--- src/rtl/dmem_arbiter_pkg.sv ---
// Shared types and helpers for the two-port data-memory arbiter.
package dmem_arb_pkg;

  typedef enum logic [1:0] {
    IDLE = 2'd0,
    OWN0 = 2'd1,
    OWN1 = 2'd2
  } arb_state_t;

  // Lock counter must be able to hold MAXLOCK itself.
  function automatic int lock_cnt_w(input int maxlock);
    return $clog2(maxlock + 1);
  endfunction

endpackage

--- src/rtl/dmem_arbiter_if.sv ---
// One requester port of the data-memory arbiter.
interface dmem_arbiter_if #(
  parameter int W = 8,
  parameter int A = 8
);
  // Handshake: a transaction is accepted at a posedge where Req && Gnt. Gnt is
  // combinational and may drop while Req is held; Rvalid pulses one cycle after
  // an accepted read, and writes never produce Rvalid.
  logic         Req;
  logic         We;
  logic [A-1:0] Addr;
  logic [W-1:0] Wdata;
  logic         Lock;
  logic         Gnt;
  logic         Rvalid;
  logic [W-1:0] Rdata;

  modport master (
    output Req, We, Addr, Wdata, Lock,
    input  Gnt, Rvalid, Rdata
  );

  modport slave (
    input  Req, We, Addr, Wdata, Lock,
    output Gnt, Rvalid, Rdata
  );
endinterface

--- src/rtl/dmem_arbiter.sv ---
// Round-robin arbiter sharing one data memory between the core (port 0) and the
// loader/DMA (port 1), with a bounded lock for bursts and registered read data.
module dmem_arbiter
  import dmem_arb_pkg::*;
#(
  parameter int W       = 8,
  parameter int A       = 8,
  parameter int MAXLOCK = 16
) (
  input  logic          Clk,
  input  logic          Reset,
  dmem_arbiter_if.slave p0,
  dmem_arbiter_if.slave p1,
  output logic          MemWriteEn,
  output logic [A-1:0]  MemAddress,
  output logic [W-1:0]  MemDataIn,
  input  logic [W-1:0]  MemDataOut,
  output arb_state_t    DbgState
);

  localparam int CW = lock_cnt_w(MAXLOCK);

  arb_state_t    state;
  logic          last_gnt;
  logic [CW-1:0] lock_cnt;
  logic [CW-1:0] cnt_inc;
  logic          gnt0, gnt1;
  logic          acc, acc_lock;
  logic          rd0, rd1;
  logic          rvalid0, rvalid1;
  logic [W-1:0]  rdata0, rdata1;

  // last_gnt = 1 means port 1 won most recently, so port 0 wins the next tie.
  always_comb begin
    gnt0 = 1'b0;
    gnt1 = 1'b0;
    if (Reset) begin
      case (state)
        OWN0:    gnt0 = p0.Req;
        OWN1:    gnt1 = p1.Req;
        default: begin
          if (p0.Req && p1.Req) begin
            gnt0 = last_gnt;
            gnt1 = !last_gnt;
          end else begin
            gnt0 = p0.Req;
            gnt1 = p1.Req;
          end
        end
      endcase
    end
  end

  always_comb begin
    MemWriteEn = 1'b0;
    MemAddress = '0;
    MemDataIn  = '0;
    if (gnt0) begin
      MemWriteEn = p0.We;
      MemAddress = p0.Addr;
      MemDataIn  = p0.Wdata;
    end else if (gnt1) begin
      MemWriteEn = p1.We;
      MemAddress = p1.Addr;
      MemDataIn  = p1.Wdata;
    end
  end

  assign acc      = gnt0 || gnt1;
  assign acc_lock = gnt0 ? p0.Lock : (gnt1 && p1.Lock);
  assign cnt_inc  = lock_cnt + 1'b1;
  assign rd0      = gnt0 && !p0.We;
  assign rd1      = gnt1 && !p1.We;

  always_ff @(posedge Clk or negedge Reset) begin
    if (!Reset) begin
      state    <= IDLE;
      last_gnt <= 1'b1;
      lock_cnt <= '0;
      rvalid0  <= 1'b0;
      rvalid1  <= 1'b0;
      rdata0   <= '0;
      rdata1   <= '0;
    end else begin
      rvalid0 <= rd0;
      rvalid1 <= rd1;
      if (rd0) rdata0 <= MemDataOut;
      if (rd1) rdata1 <= MemDataOut;

      if (acc) begin
        last_gnt <= gnt1;
        // The locked transaction that reaches MAXLOCK releases ownership.
        if (acc_lock && (cnt_inc != CW'(MAXLOCK))) begin
          state    <= gnt1 ? OWN1 : OWN0;
          lock_cnt <= cnt_inc;
        end else begin
          state    <= IDLE;
          lock_cnt <= '0;
        end
      end else begin
        state    <= IDLE;
        lock_cnt <= '0;
      end
    end
  end

  assign p0.Gnt    = gnt0;
  assign p1.Gnt    = gnt1;
  assign p0.Rvalid = rvalid0;
  assign p1.Rvalid = rvalid1;
  assign p0.Rdata  = rdata0;
  assign p1.Rdata  = rdata1;
  assign DbgState  = state;

endmodule
--- src/flat_wrapper.sv ---
// flat-port wrapper written by rule: the top's interface ports become plain ports
module dmem_arbiter_flat import dmem_arb_pkg::*;
#(
  parameter int W       = 8,
  parameter int A       = 8,
  parameter int MAXLOCK = 16
)
  (Clk, Reset, MemWriteEn, MemAddress, MemDataIn, MemDataOut, DbgState, p0_Req, p0_We, p0_Addr, p0_Wdata, p0_Lock, p0_Gnt, p0_Rvalid, p0_Rdata, p1_Req, p1_We, p1_Addr, p1_Wdata, p1_Lock, p1_Gnt, p1_Rvalid, p1_Rdata);
  dmem_arbiter_if #(.W(W), .A(A)) p0_i ();
  dmem_arbiter_if #(.W(W), .A(A)) p1_i ();
  input  logic Clk;
  input  logic Reset;
  output logic MemWriteEn;
  output logic [A-1:0] MemAddress;
  output logic [W-1:0] MemDataIn;
  input  logic [W-1:0] MemDataOut;
  output arb_state_t DbgState;
  input wire logic [$bits(p0_i.Req)-1:0] p0_Req;
  input wire logic [$bits(p0_i.We)-1:0] p0_We;
  input wire logic [$bits(p0_i.Addr)-1:0] p0_Addr;
  input wire logic [$bits(p0_i.Wdata)-1:0] p0_Wdata;
  input wire logic [$bits(p0_i.Lock)-1:0] p0_Lock;
  output wire logic [$bits(p0_i.Gnt)-1:0] p0_Gnt;
  output wire logic [$bits(p0_i.Rvalid)-1:0] p0_Rvalid;
  output wire logic [$bits(p0_i.Rdata)-1:0] p0_Rdata;
  input wire logic [$bits(p1_i.Req)-1:0] p1_Req;
  input wire logic [$bits(p1_i.We)-1:0] p1_We;
  input wire logic [$bits(p1_i.Addr)-1:0] p1_Addr;
  input wire logic [$bits(p1_i.Wdata)-1:0] p1_Wdata;
  input wire logic [$bits(p1_i.Lock)-1:0] p1_Lock;
  output wire logic [$bits(p1_i.Gnt)-1:0] p1_Gnt;
  output wire logic [$bits(p1_i.Rvalid)-1:0] p1_Rvalid;
  output wire logic [$bits(p1_i.Rdata)-1:0] p1_Rdata;
  assign p0_i.Req = p0_Req;
  assign p0_i.We = p0_We;
  assign p0_i.Addr = p0_Addr;
  assign p0_i.Wdata = p0_Wdata;
  assign p0_i.Lock = p0_Lock;
  assign p0_Gnt = p0_i.Gnt;
  assign p0_Rvalid = p0_i.Rvalid;
  assign p0_Rdata = p0_i.Rdata;
  assign p1_i.Req = p1_Req;
  assign p1_i.We = p1_We;
  assign p1_i.Addr = p1_Addr;
  assign p1_i.Wdata = p1_Wdata;
  assign p1_i.Lock = p1_Lock;
  assign p1_Gnt = p1_i.Gnt;
  assign p1_Rvalid = p1_i.Rvalid;
  assign p1_Rdata = p1_i.Rdata;
  dmem_arbiter #(.W(W), .A(A), .MAXLOCK(MAXLOCK)) u_core (.Clk(Clk), .Reset(Reset), .p0(p0_i), .p1(p1_i), .MemWriteEn(MemWriteEn), .MemAddress(MemAddress), .MemDataIn(MemDataIn), .MemDataOut(MemDataOut), .DbgState(DbgState));
endmodule
--- config.mk ---
export PLATFORM = sky130hd
export DESIGN_NAME = dmem_arbiter_flat
export DESIGN_NICKNAME = d
export VERILOG_FILES = /design/src/rtl/dmem_arbiter_pkg.sv /design/src/rtl/dmem_arbiter_if.sv /design/src/rtl/dmem_arbiter.sv /design/src/flat_wrapper.sv
export SDC_FILE = /design/constraint.sdc
export NUM_CORES = 1
export LEC_CHECK = 0
export ABC_AREA = 0
export CORE_ASPECT_RATIO = 0.8
export CORE_MARGIN = 10
export CORE_UTILIZATION = 25
export DETAILED_ROUTE_END_ITERATION = 10
export PLACE_DENSITY = 0.6
export SLEW_MARGIN = 20
export SYNTH_ARGS = -nofsm -noshare
export SYNTH_HDL_FRONTEND = slang
export SYNTH_SLANG_ARGS = --single-unit
--- constraint.sdc ---
create_clock -name Clk -period 2.6 [get_ports Clk]
set_input_delay 0.26 -clock Clk [delete_from_list [all_inputs] [get_ports Clk]]
set_output_delay 0.26 -clock Clk [all_outputs]
set_load 0.005 [all_outputs]
* After elaboration in Yosys (flattened, before gate mapping)
Cells that the tools add are included.
W data, S select, Z words.
** Operators by class
- Reductions and logical operators :: 9
- Add/subtract/negate cells :: 1
- Equality and inequality tests :: 3
- Multiplexer cells :: 18
** Operators by type and width (number)
- $mux W8 :: 4
- $mux W5 :: 2
- $mux W1 :: 7
- $mux W2 :: 3
- $add A5 B1 Y5 const B :: 1
- $logic_and A1 B1 Y1 :: 5
- $ne A5 B5 Y1 const B :: 1
- $pmux W1 S2 :: 2
- $logic_not A1 Y1 :: 3
- $eq A2 B1 Y1 const B :: 1
- $eq A2 B2 Y1 const B :: 1
- $logic_or A1 B1 Y1 :: 1
** Storage, ports and cells
- Bits in registers :: 26
- Logic and storage cells :: 38

* Longest topological paths before layout
Gate-level depths: netlist of run 1.
- Word-level depth :: 9
- Gate-level depth with buffers :: 10

* Worst setup path after synthesis of run 1
No wires, ideal clock.
- Path type :: reg2out
- From :: reg u_core.state[0], in the netlist u_core.DbgState[0]
- To :: out MemAddress[5]
- Path slack :: 0.656 ns
- Cell stages (with the launch flop) :: 11
- Data required time :: 2.340 ns
- Arrival :: 1.684 ns
- Path buffers :: 3
- Cells stage by stage :: dfrtp_1 inv_1 ha_1 and3b_1 or2_1 buf_6 inv_4 buf_6 buf_6 nand2_1 o21ai_1
** RTL lines
- start, declared :: RTL line dmem_arbiter.sv:23 : arb_state_t state;
- start signal, assigned :: RTL line dmem_arbiter.sv:94 : state <= gnt1 ? OWN1 : OWN0;
- $eq A2 B2 Y1 / $eq A2 B1 Y1 (equally long branches) :: RTL line dmem_arbiter.sv:38 : case (state)
- $pmux W1 S2 (*) :: RTL line dmem_arbiter.sv:38
- $mux W1 (*) :: RTL line dmem_arbiter.sv:37 : if (Reset) begin
- via p0_Gnt :: RTL line flat_wrapper.sv:23 : output wire logic [$bits(p0_i.Gnt)-1:0] p0_Gnt;
- $mux W8 (*) :: RTL line dmem_arbiter.sv:58 : if (gnt0) begin
- end, declared :: RTL line flat_wrapper.sv:14 : output logic [A-1:0] MemAddress;
Mark *: on every way through the listed nets, which the timed path passes. The rest lies on a longest branch.

* Worst setup path in the final report of run 1
- From :: reg u_core.state[0], in the netlist u_core.DbgState[0]
- To :: out MemDataIn[0]
** On the way
- Word-level cells in the longest chain between the ends :: 5
** Ends and longest elaborated chain
- $eq A2 B2 Y1 / $eq A2 B1 Y1 (equally long branches) :: RTL line dmem_arbiter.sv:38
- $pmux W1 S2 :: RTL line dmem_arbiter.sv:38
- $mux W1 :: RTL line dmem_arbiter.sv:37
- $mux W8 :: RTL line dmem_arbiter.sv:62 : end else if (gnt1) begin
- $mux W8 (*) :: RTL line dmem_arbiter.sv:58
- end, declared :: RTL line flat_wrapper.sv:15 : output logic [W-1:0] MemDataIn;
Every way passes the cells marked *; elsewhere a longest branch is shown, timed or not.

==> results of run 1 <==
==> cells in the mapped netlist (all sizes together) <==
cell	number	area share
xor2	2	0.013
nand3	3	0.011
o21ai	18	0.066
o2111ai	1	0.0064
nor2	4	0.025
buf	4	0.028
a211oi	1	0.0091
ha	3	0.027
xnor2	1	0.0064
mux2	16	0.13
nor3b	1	0.0091
clkbuf	2	0.0055
o211ai	1	0.0055
a21oi	2	0.0073
inv	4	0.013
or2	1	0.0046
nand4b	1	0.0064
o2bb2a	1	0.015
dfrtp	25	0.46
nand2	39	0.11
and3b	1	0.0064
dfstp	1	0.019
nor3	3	0.022
==> logic make-up after synthesis <==
kind of cell             count (synthesis)
AO/OA/AOI/OAI                           24
AND/OR/NAND/NOR                         53
flip-flops                              26
XOR/XNOR                                 3
adder cells (fa/ha/maj)                  3
multiplexers                            16
buffers and inverters                   10
==> sequential cells by signal (all words and copies together) (netlist names) <==
| name | count |
|---|---|
| u_core.lock_cnt | 5 |
| u_core.p1.Rdata | 8 |
| u_core.DbgState | 2 |
| u_core.last_gnt | 1 |
| u_core.p1.Rvalid | 1 |
| u_core.p0.Rvalid | 1 |
| u_core.p0.Rdata | 8 |
==> report_power, final <==
part           switching, mW  internal (mW)
clock                  0.118          0.135
combinational          0.166          0.334
sequential            0.0447          0.494
total                  0.328          0.963
==> path summary, 6_finish.rpt <==
kind / depth (start not counted) / end / slack [ns]
setup / recovery: 8 / MemDataIn[0] / 0.09
hold / removal: 2 / u_core.last_gnt / 0.49
hold reg to reg: 2 / u_core.last_gnt / 0.49
min in group asynchronous: 3 / u_core.lock_cnt[4] / 0.58
setup reg to reg: 7 / u_core.p0.Rdata[0] / 0.61
max in group asynchronous: 3 / u_core.last_gnt / 1.73
==> final cells by class <==
type / count / area (µm²)
Inverter: 4 / 22.5
Clock buffer: 4 / 55.1
Tap cell: 65 / 81.3
Sequential cell: 26 / 652
Timing Repair Buffer: 96 / 958
Multi-Input combinational cell: 99 / 672
Fill cell: 524 / 2930
==> through the flow <==
step / TNS [ns] / instances / power (mW) / instance area [µm²]
2_1_floorplan: 0 / 135 / 0.709 / 1370
3_3_place_gp: 0 / 286 / 1.05 / 2310
3_5_place_dp: 0 / 286 / 1.05 / 2310
4_1_cts: 0 / 294 / 1.32 / 2410
5_1_grt: -0.0915 / 294 / 1.38 / 2440
6_report: 0 / 294 / 1.29 / 2440
==> per-layer routing <==
metal	vias up	wire length (µm)
li1	644	-
met2	32	2250
met5	-	0
met1	590	1910
met3	2	330
met4	0	16
==> worst min-delay path: stages (launching register included) <==
cell     delay, ns
dfstp_2       0.38
nand2_1       0.06
nand2_1       0.05
==> timing repair <==
action | 4_1_cts | 5_1_grt
setup buffers | 4 | 0
resized for setup | 11 | 10
setup endpoints to repair | 18 | 11
pin swaps | 2 | 0
==> results.md, run 1 <==
- Final min period: 2.51 ns
- Slowest CP cell: clkdlybuf4s50_1
- Pre-CTS WS: 0.0530 ns
- Compound-gate portion of the synthesized area: 0.108
- Critical path origin: u_core.DbgState[0]
- Number of synthesized register bits: 26
- Worst path cell trace: inv_1 -> ha_4 -> and3b_1 -> or2_4 -> inv_8 -> nand2_1 -> o21ai_0 -> clkdlybuf4s50_1
- Hold Path Class: reg -> reg
- Site Rows: 24
- Met2 usage in global routing: 0.168
- Routed len/inst: 15.3 µm
- Core footprint: 0.00538 mm²
- Vias per cell: 4.31
- Die width: 103 µm
- Crit end category: output pin
- Final setup violation count: 0
- Sequential area share after synthesis: 0.475
- DR DRC count: 0
- H-tree lvl count: 1
- Starting Density: 0.255
- Setup crit start kind: flip-flop
- Post-route clock period utilization: 0.966
- RSZ-0062 raised after global routing: true
- TritonRoute pass-1 iters: 2
- PwrDens: 529 mW/mm²
- Post-synthesis cell area: 0.00137 mm²
- Largest family of logic cells by synthesized area: simple AND/OR/NAND/NOR gates
- Met1 usage: 0.113
- Slew Limit Fails: 0
- Worst Tran Pin Value: 0.588 ns
- Commonest non-fill, non-tap cells in the layout: clkdlybuf4s50_1, nand2_1, dfrtp_1
- Latest clock arrival within the worst-skew pair: 0.26 ns
- CP delay by family, top: buffers and inverters
- Syn avg cell area: 10.2 µm²
- # hold bufs at CTS: 0
- Post-synthesis simple-gate area fraction: 0.192
- Clk sinks: 26
- Chip Height: 86.3 µm
- Netlist cell types: 31
- WP buf/inv: 3
- DRT iter0 DRCs: 54
- Hold_ws: 0.485 ns
- Ys Warns: 0
- Post-Synthesis Cells: 135
- Routed WL: 4.51 mm
- CP peak stage delay: 0.54 ns
- Run status: complete, no violations
- Post-Synth XOR/XNOR Area: 0.0191
- I/O pin count: 87
- Port bufs: 86
- Most Crowded Layer GR: met2
- Largest net degree at the start of global routing: 27
- Post-route ant nets: 0
- Adder-cell area share of the yosys netlist: 0.0273
- Worst Hold Launch: u_core.last_gnt
- Share of post-route cells with drive strength above 1: 0.179
- Max_cap viols: 0
- Antenna violations before repair: 0
- Global-route wire length before repair: 7.00 mm
- Arr. time, crit path: 2.25 ns
- CTS Buf Count: 3
- Fmax: 398 MHz
- CTS tree: done
- Hold Fails Final Rpt: 0
- GRT Total Usage: 0.0975
- Leak Pwr: 1.17 nW
- Commonest non-fill, non-tap cell in the layout: clkdlybuf4s50_1
- Clk buf depth: 2
- Nets: 281
- RD Place Congestion: 0.707
- R2R Path Start: u_core.DbgState[0]
- Multiplexer share of the synthesized area: 0.131
- Syn_nets: 186
- Post-layout util: 0.454
- Peak VDD IR: 0.345 mV
- Kind of critical path: reg -> out
- Worst Path Required: 2.34 ns
- Clock transition at path regs: 0.08 ns
- Die area: 0.00887 mm²
- Hpwl dp: 3.55 mm
- Setup ws final: 0.0877 ns
- Area grow syn2layout: 77.8%
- Slew HR: 0.608
- Vias in the first global route: 1290
- DR vias: 1268
- Critical path peak fanout: 20
- CTS root buf: clkbuf_8
- Met3 Use GR: 0.0414
- Antenna Cells: 0
- Setup Skew: 0.00211 ns
- Grt total ovfl: 0
Note: power is estimated with default switching activity, not from simulation.
==> run 2, diff against run 1 <==
--- a/config.mk
+++ b/config.mk
@@ -9,8 +9,10 @@
 export CORE_ASPECT_RATIO = 0.8
 export CORE_MARGIN = 10
 export CORE_UTILIZATION = 25
+export CTS_BUF_LIST = sky130_fd_sc_hd__clkbuf_8
 export DETAILED_ROUTE_END_ITERATION = 10
-export PLACE_DENSITY = 0.6
+export HOLD_SLACK_MARGIN = 0.12
+export PLACE_DENSITY = 0.55
 export SLEW_MARGIN = 20
 export SYNTH_ARGS = -nofsm -noshare
 export SYNTH_HDL_FRONTEND = slang
==> run 2 against run 1 <==
Against the previous run:
- final cell count decreased by 1.4%
- setup slack improved by 0.11 ns
- combinational power decreased by 1%
- sequential share of layout area increased by 0.25 points
- core utilization decreased by 0.42 points
- fmax increased by 4.6%
- sequential power about the same
- flip-flop and latch count unchanged
==> results.md, run 2 (synthesized netlist as in run 1, its figures left out) <==
- Commonest non-fill, non-tap cells in the layout: clkdlybuf4s50_1, nand2_1, dfrtp_1
- Reg2reg setup slack: 0.53 ns (-0.08 ns)
- Global-route wire length before repair: 6.87 mm (-1.8%)
- DR DRC count: 0 (unchanged)
- Clock transition at path regs: 0.09 ns (about the same)
- RSZ-0062 raised after global routing: false
- Antenna violations before repair: 0 (unchanged)
- CTS Buf Count: 3 (unchanged)
- Port bufs: 86 (unchanged)
- DRT iter0 DRCs: 43 (-20%)
- Commonest non-fill, non-tap cell in the layout: clkdlybuf4s50_1
- Worst Path Required: 2.34 ns (about the same)
- Post-layout util: 0.450 (-0.00419)
- Worst path cell trace: buf_4 -> ha_1 -> o211ai_1 -> or2_4 -> buf_12 -> buf_8 -> nand2_1 -> o21ai_0 -> dlygate4sd2_1
- Fin area: 0.00242 mm² (-0.92%)
- Pre-CTS WS: 0.171 ns (+0.118 ns)
- Chip Height: 86.3 µm (unchanged)
- CTS tree: done
- Fmax: 416 MHz (+4.6%)
- Hold Path Class: in -> async
- Max_cap viols: 0 (unchanged)
- Hold Fails Final Rpt: 0 (unchanged)
- Post-route clock period utilization: 0.924 (-0.0426)
- DR vias: 1255 (-1.0%)
- Clk buf depth: 2 (unchanged)
- Site Rows: 24 (unchanged)
- CP peak stage delay: 0.39 ns (-0.15 ns)
- Die area: 0.00887 mm² (unchanged)
- Latest clock arrival within the worst-skew pair: 0.27 ns (about the same)
- Setup crit start kind: flip-flop
- Slew HR: 0.562 (-0.0456)
- Largest net degree at the start of global routing: 27 (unchanged)
- Slew Limit Fails: 0 (unchanged)
- Post-route setup TNS: 0 ns (unchanged)
- Met3 routed WL: 543 µm (+65%)
- Hpwl dp: 3.49 mm (-1.9%)
- Routed WL: 4.44 mm (-1.5%)
- Share of post-route cells with drive strength above 1: 0.164 (-0.0146)
- GRT Total Usage: 0.0961 (-0.00138)
- Final min period: 2.40 ns (-0.111 ns)
- Setup ws final: 0.198 ns (+0.111 ns)
- Fill count: 551 (+5.2%)
- Core footprint: 0.00538 mm² (unchanged)
- Critical path peak fanout: 12 (-40%)
- # hold bufs at CTS: 0 (unchanged)
- Met2 routed WL: 2.00 mm (-11%)
- Run status: complete, no violations
- Die width: 103 µm (unchanged)
- Antenna Cells: 0 (unchanged)
- TritonRoute pass-1 iters: 4 (+2)
- Setup Skew: 0.00742 ns (+0.00531 ns)
- Top Layer Used: met4
- Grt total ovfl: 0 (unchanged)
- Arr. time, crit path: 2.14 ns (-0.11 ns)
- Vias per cell: 4.33 (+0.34%)
- Kind of critical path: reg -> out
- Peak VDD IR: 0.467 mV (+35%)
- RD Place Congestion: 0.727 (+2.9%)
- Slowest CP cell: dfrtp_1
- I/O pin count: 87 (unchanged)
- Routed len/inst: 15.3 µm (-0.17%)
- Nets: 277 (-1.4%)
- Post-route ant nets: 0 (unchanged)
- Met1 wire length: 1.89 mm (-1.0%)
- Area grow syn2layout: 76.2%
- Vias in the first global route: 1292 (+0.16%)
- H-tree lvl count: 1 (unchanged)
- Starting Density: 0.255 (unchanged)
- PwrDens: 566 mW/mm² (+6.9%)
- Inst Count DP: 283 (-1.0%)
- Crit end category: output pin
- Finished Layout Cells: 290 (-1.4%)
- Leak Pwr: 1.11 nW (-5.2%)
- Area after DPL: 0.00230 mm² (-0.43%)
- Final setup violation count: 0 (unchanged)
- Clk sinks: 26 (unchanged)
- CTS root buf: clkbuf_8
- Worst Tran Pin Value: 0.656 ns (+0.0684 ns)
## run 2: timing repair
item | CTS | global route
setup buffers | 2 | 1
setup endpoints to repair | 17 | 4
pin swaps | 2 | 2
endpoints found under the hold margin | 0 | 0
gates resized for setup | 15 | 8
## run 2: worst max-delay path, delay by kind of cell (launching register included)
kind | cells | cell delay, ns
adders and majority gates | 1 | 0.19
DFF | 1 | 0.39
buffers and inverters | 4 | 0.67
AOI/OAI and AO/OA | 2 | 0.35
and+or+nand+nor | 2 | 0.27
## run 2: final timing paths
path / from / endpoint / depth (start not counted)
max: u_core.DbgState[0] / MemAddress[1] / 9
min: Reset / u_core.p0.Rdata[4] / 2
max reg2reg: u_core.DbgState[0] / u_core.p0.Rdata[6] / 8
min reg2reg: u_core.last_gnt / u_core.last_gnt / 2
max in group asynchronous: Reset / u_core.last_gnt / 2
min in group Clk: u_core.last_gnt / u_core.last_gnt / 2
## run 2: per-stage QoR
step | hold WS (ns) | power, mW
2_1_floorplan | -0.0356 | 0.709
3_3_place_gp | 0.469 | 1.06
3_5_place_dp | 0.459 | 1.05
4_1_cts | 0.434 | 1.39
5_1_grt | 0.461 | 1.46
6_report | 0.420 | 1.37
## run 2: routing by layer
| metal | GRT usage | vias to the layer above |
|---|---|---|
| li1 | - | 636 |
| met1 | 0.118 | 574 |
| met2 | 0.144 | 43 |
| met3 | 0.0589 | 2 |
| met4 | 0.0113 | 0 |
| met5 | 0 | - |
## run 2: area by class of cell
cell class	instances	area, µm²	share of cell area
Multi-Input combinational cell	99	672	0.278
Tap cell	65	81.3	0.0336
Inverter	4	22.5	0.00931
Clock buffer	3	41.3	0.0171
Timing Repair Buffer	92	920	0.380
Clock inverter	1	30.0	0.0124
Sequential cell	26	652	0.270
## run 2: report_power, final
group          total (mW)  leakage [nW]  switching (mW)  internal (mW)
logic               0.495         0.747           0.167          0.328
registers           0.540         0.325          0.0458          0.494
clock network       0.333        0.0357           0.127          0.206
total                1.37          1.11           0.340           1.03
==> run 3, diff against run 2 <==
--- a/config.mk
+++ b/config.mk
@@ -6,13 +6,15 @@
 export NUM_CORES = 1
 export LEC_CHECK = 0
 export ABC_AREA = 0
+export CELL_PAD_IN_SITES_DETAIL_PLACEMENT = 1
+export CELL_PAD_IN_SITES_GLOBAL_PLACEMENT = 2
 export CORE_ASPECT_RATIO = 0.8
 export CORE_MARGIN = 10
-export CORE_UTILIZATION = 25
+export CORE_UTILIZATION = 21
 export CTS_BUF_LIST = sky130_fd_sc_hd__clkbuf_8
 export DETAILED_ROUTE_END_ITERATION = 10
 export HOLD_SLACK_MARGIN = 0.12
-export PLACE_DENSITY = 0.55
+export PLACE_DENSITY = 0.79
 export SLEW_MARGIN = 20
 export SYNTH_ARGS = -nofsm -noshare
 export SYNTH_HDL_FRONTEND = slang
==> constraint.sdc (replaced) <==
create_clock -name Clk -period 2.6 [get_ports Clk]
set_input_delay 0.52 -clock Clk [delete_from_list [all_inputs] [get_ports Clk]]
set_output_delay 0.52 -clock Clk [all_outputs]
set_load 0.005 [all_outputs]
==> run 3 against run 2 <==
Against the previous run:
- combinational power is 11% higher
- flip-flop and latch count stayed put
- clock power is 32% lower
==> results.md, run 3 (synthesized netlist as in run 1, its figures left out) <==
- RSZ-0062 raised after global routing: true
- Nets: 297 (+7.2%)
- Final min period: 2.56 ns (+0.159 ns)
- Clk buf depth: 2 (unchanged)
- Routed len/inst: 16.0 µm (+4.4%)
- Vias in the first global route: 1593 (+23%)
- Die width: 110 µm (+7.3%)
- CTS root buf: clkbuf_8
- Sw Share: 0.272 (+0.0230)
- Worst path cell trace: buf_6 -> inv_4 -> ha_4 -> o211ai_1 -> or2_4 -> buf_12 -> inv_8 -> buf_6 -> buf_6 -> nand2_2 -> o21ai_2 -> buf_2
- Grt total ovfl: 0 (unchanged)
- Final setup violation count: 0 (unchanged)
- Slew Limit Fails: 0 (unchanged)
- Power Internal: 0.957 mW (-6.9%)
- Starting Density: 0.215 (-0.0401)
- Peak VDD IR: 0.370 mV (-21%)
- GRT Total Usage: 0.101 (+0.00521)
- CTS Buf Count: 3 (unchanged)
- Leak Pwr: 1.16 nW (+4.9%)
- Vias per cell: 4.21 (-2.7%)
- Worst Hold Endpoint: u_core.last_gnt
- Area after DPL: 0.00240 mm² (+4.3%)
- PwrDens: 512 mW/mm² (-9.5%)
- Slew HR: 0.573 (+0.0109)
- RD Place Congestion: 0.684 (-6.0%)
- Routed WL: 5.25 mm (+18%)
- Worst Path Required: 2.08 ns (-0.26 ns)
- CTS tree: done
- Hold Path Class: reg -> reg
- Crit end category: output pin
- Chip Height: 92.3 µm (+7.0%)
- Worst Hold Launch: u_core.last_gnt
- I/O pin count: 87 (unchanged)
- Setup crit start kind: flip-flop
- TritonRoute pass-1 iters: 4 (unchanged)
- Arr. time, crit path: 2.04 ns (-0.10 ns)
- Most used cell, CP: buf_6
- Slowest CP cell: dfrtp_1
- Fmax: 391 MHz (-6.2%)
- DR DRC count: 0 (unchanged)
- Antenna Cells: 0 (unchanged)
- Clk pwr share: 0.171 (-0.073)
- CP peak stage delay: 0.45 ns (+0.06 ns)
- Max_cap viols: 0 (unchanged)
- Run status: complete, no violations
- Hold Fails Final Rpt: 0 (unchanged)
- # hold bufs at CTS: 0 (unchanged)
- Port bufs: 86 (unchanged)
- Combinational Power Share: 0.417 (+0.055)
- Global-route wire length before repair: 8.47 mm (+23%)
- Finished Layout Cells: 329 (+13%)
- Inst Count DP: 313 (+11%)
- Reg2Reg Capture Point: u_core.p0.Rdata[5]
- Switching power: 0.357 mW (+4.9%)
- Worst reg2reg path depth: 9 (+1)
- Area grow syn2layout: 87.1%
- Clock transition at path regs: 0.08 ns (about the same)
- Hpwl dp: 4.07 mm (+17%)
- Setup ws final: 0.0394 ns (-0.159 ns)
- Clk sinks: 26 (unchanged)
- Kind of critical path: reg -> out
- Die area: 0.0102 mm² (+15%)
- DR vias: 1385 (+10%)
- Worst hold stages: 2
- Largest net degree at the start of global routing: 27 (unchanged)
- Core footprint: 0.00638 mm² (+19%)
- Latest clock arrival within the worst-skew pair: 0.27 ns (about the same)
- Seq pwr share: 0.411 (+0.016)
- Antenna violations before repair: 1 (+1)
- R2R Path Start: u_core.DbgState[1]
- Fill count: 752 (+36%)
- Setup Skew: 0.00180 ns (-0.00562 ns)
- Fin area: 0.00257 mm² (+6.2%)
- Worst Tran Pin Value: 0.640 ns (-0.0164 ns)
- Hold_ws: 0.481 ns (+0.0601 ns)
- Share of post-route cells with drive strength above 1: 0.331 (+0.166)
- Site Rows: 26 (+8.3%)
- Commonest non-fill, non-tap cell in the layout: clkdlybuf4s50_1
- Reg2reg setup slack: 0.53 ns (about the same)
- Critical path peak fanout: 5 (-7)
- DRT iter0 DRCs: 45 (+4.7%)
- Post-layout util: 0.403 (-0.0473)
- Post-route ant nets: 0 (unchanged)
- Post-route clock period utilization: 0.985 (+0.0612)
- H-tree lvl count: 1 (unchanged)
- Commonest non-fill, non-tap cells in the layout: clkdlybuf4s50_1, nand2_1, dfrtp_1
- Pre-CTS WS: -0.360 ns (-0.531 ns)
-- run 3: cell count changes in the layout (fill, tap and decap cells not counted), sizes merged, moves of 2 or more --
cell and change:
dlygate4sd2 -11, clkdlybuf4s50 -4, clkbuf +2, buf +35, dlymetal6s2s -2
-- run 3: how the worst max path moves through the flow --
| stage | start | to | slack (ns) | cells after the start |
|---|---|---|---|---|
| final | u_core.DbgState[1] | MemDataIn[0] | 0.04 | 12 |
| after global routing | u_core.DbgState[1] | MemDataIn[0] | -0.07 | 12 |
| after CTS | u_core.DbgState[1] | MemWriteEn | -0.07 | 10 |
| after detailed placement | Reset | MemWriteEn | -0.36 | 7 |
| after global placement | Reset | MemWriteEn | -0.35 | 7 |
| after floorplan | u_core.DbgState[0] | MemAddress[5] | 0.40 | 10 |
-- run 3: final cells by class --
| type | count | area [µm²] | area share |
|---|---|---|---|
| Inverter | 4 | 25.0 | 0.00975 |
| Tap cell | 84 | 105 | 0.0409 |
| Clock inverter | 1 | 3.75 | 0.00146 |
| Clock buffer | 3 | 41.3 | 0.0161 |
| Multi-Input combinational cell | 99 | 703 | 0.274 |
| Sequential cell | 26 | 652 | 0.254 |
| Timing Repair Buffer | 112 | 1040 | 0.404 |
-- run 3: stage by stage --
step | power, mW | TNS (ns)
3_5_place_dp | 1.08 | -5.34
2_1_floorplan | 0.709 | 0
6_report | 1.31 | 0
4_1_cts | 1.32 | -0.100
5_1_grt | 1.41 | -0.625
3_3_place_gp | 1.07 | -4.98
-- run 3: routing by layer --
| layer | wire length [µm] | GRT usage |
|---|---|---|
| met5 | 13 | 0 |
| met4 | 2 | 0.00641 |
| met3 | 632 | 0.0589 |
| met2 | 2380 | 0.159 |
| met1 | 2230 | 0.123 |
-- run 3: worst max-delay path, delay by kind of cell (launching register included) --
| kind | cells | cell delay [ns] |
|---|---|---|
| adders and majority gates | 1 | 0.11 |
| DFF | 1 | 0.45 |
| AOI/OAI and AO/OA | 2 | 0.17 |
| and+or+nand+nor | 2 | 0.34 |
| buffers and inverters | 7 | 0.71 |
-- run 3: power groups by stage --
stage,Clock (mW),Combinational (mW),Sequential (mW)
after floorplan,0,0.157,0.552
after global placement,0,0.529,0.544
after detailed placement,0,0.530,0.548
after CTS,0.234,0.547,0.542
after global routing,0.249,0.604,0.555
final,0.225,0.549,0.540
-- run 3: repair_timing --
item / 4_1_cts / 5_1_grt
resized for setup: 72 / 31
setup buffers: 9 / 2
gates cloned: 0 / 1
pin swaps: 2 / 4
endpoints found under the setup margin: 19 / 19
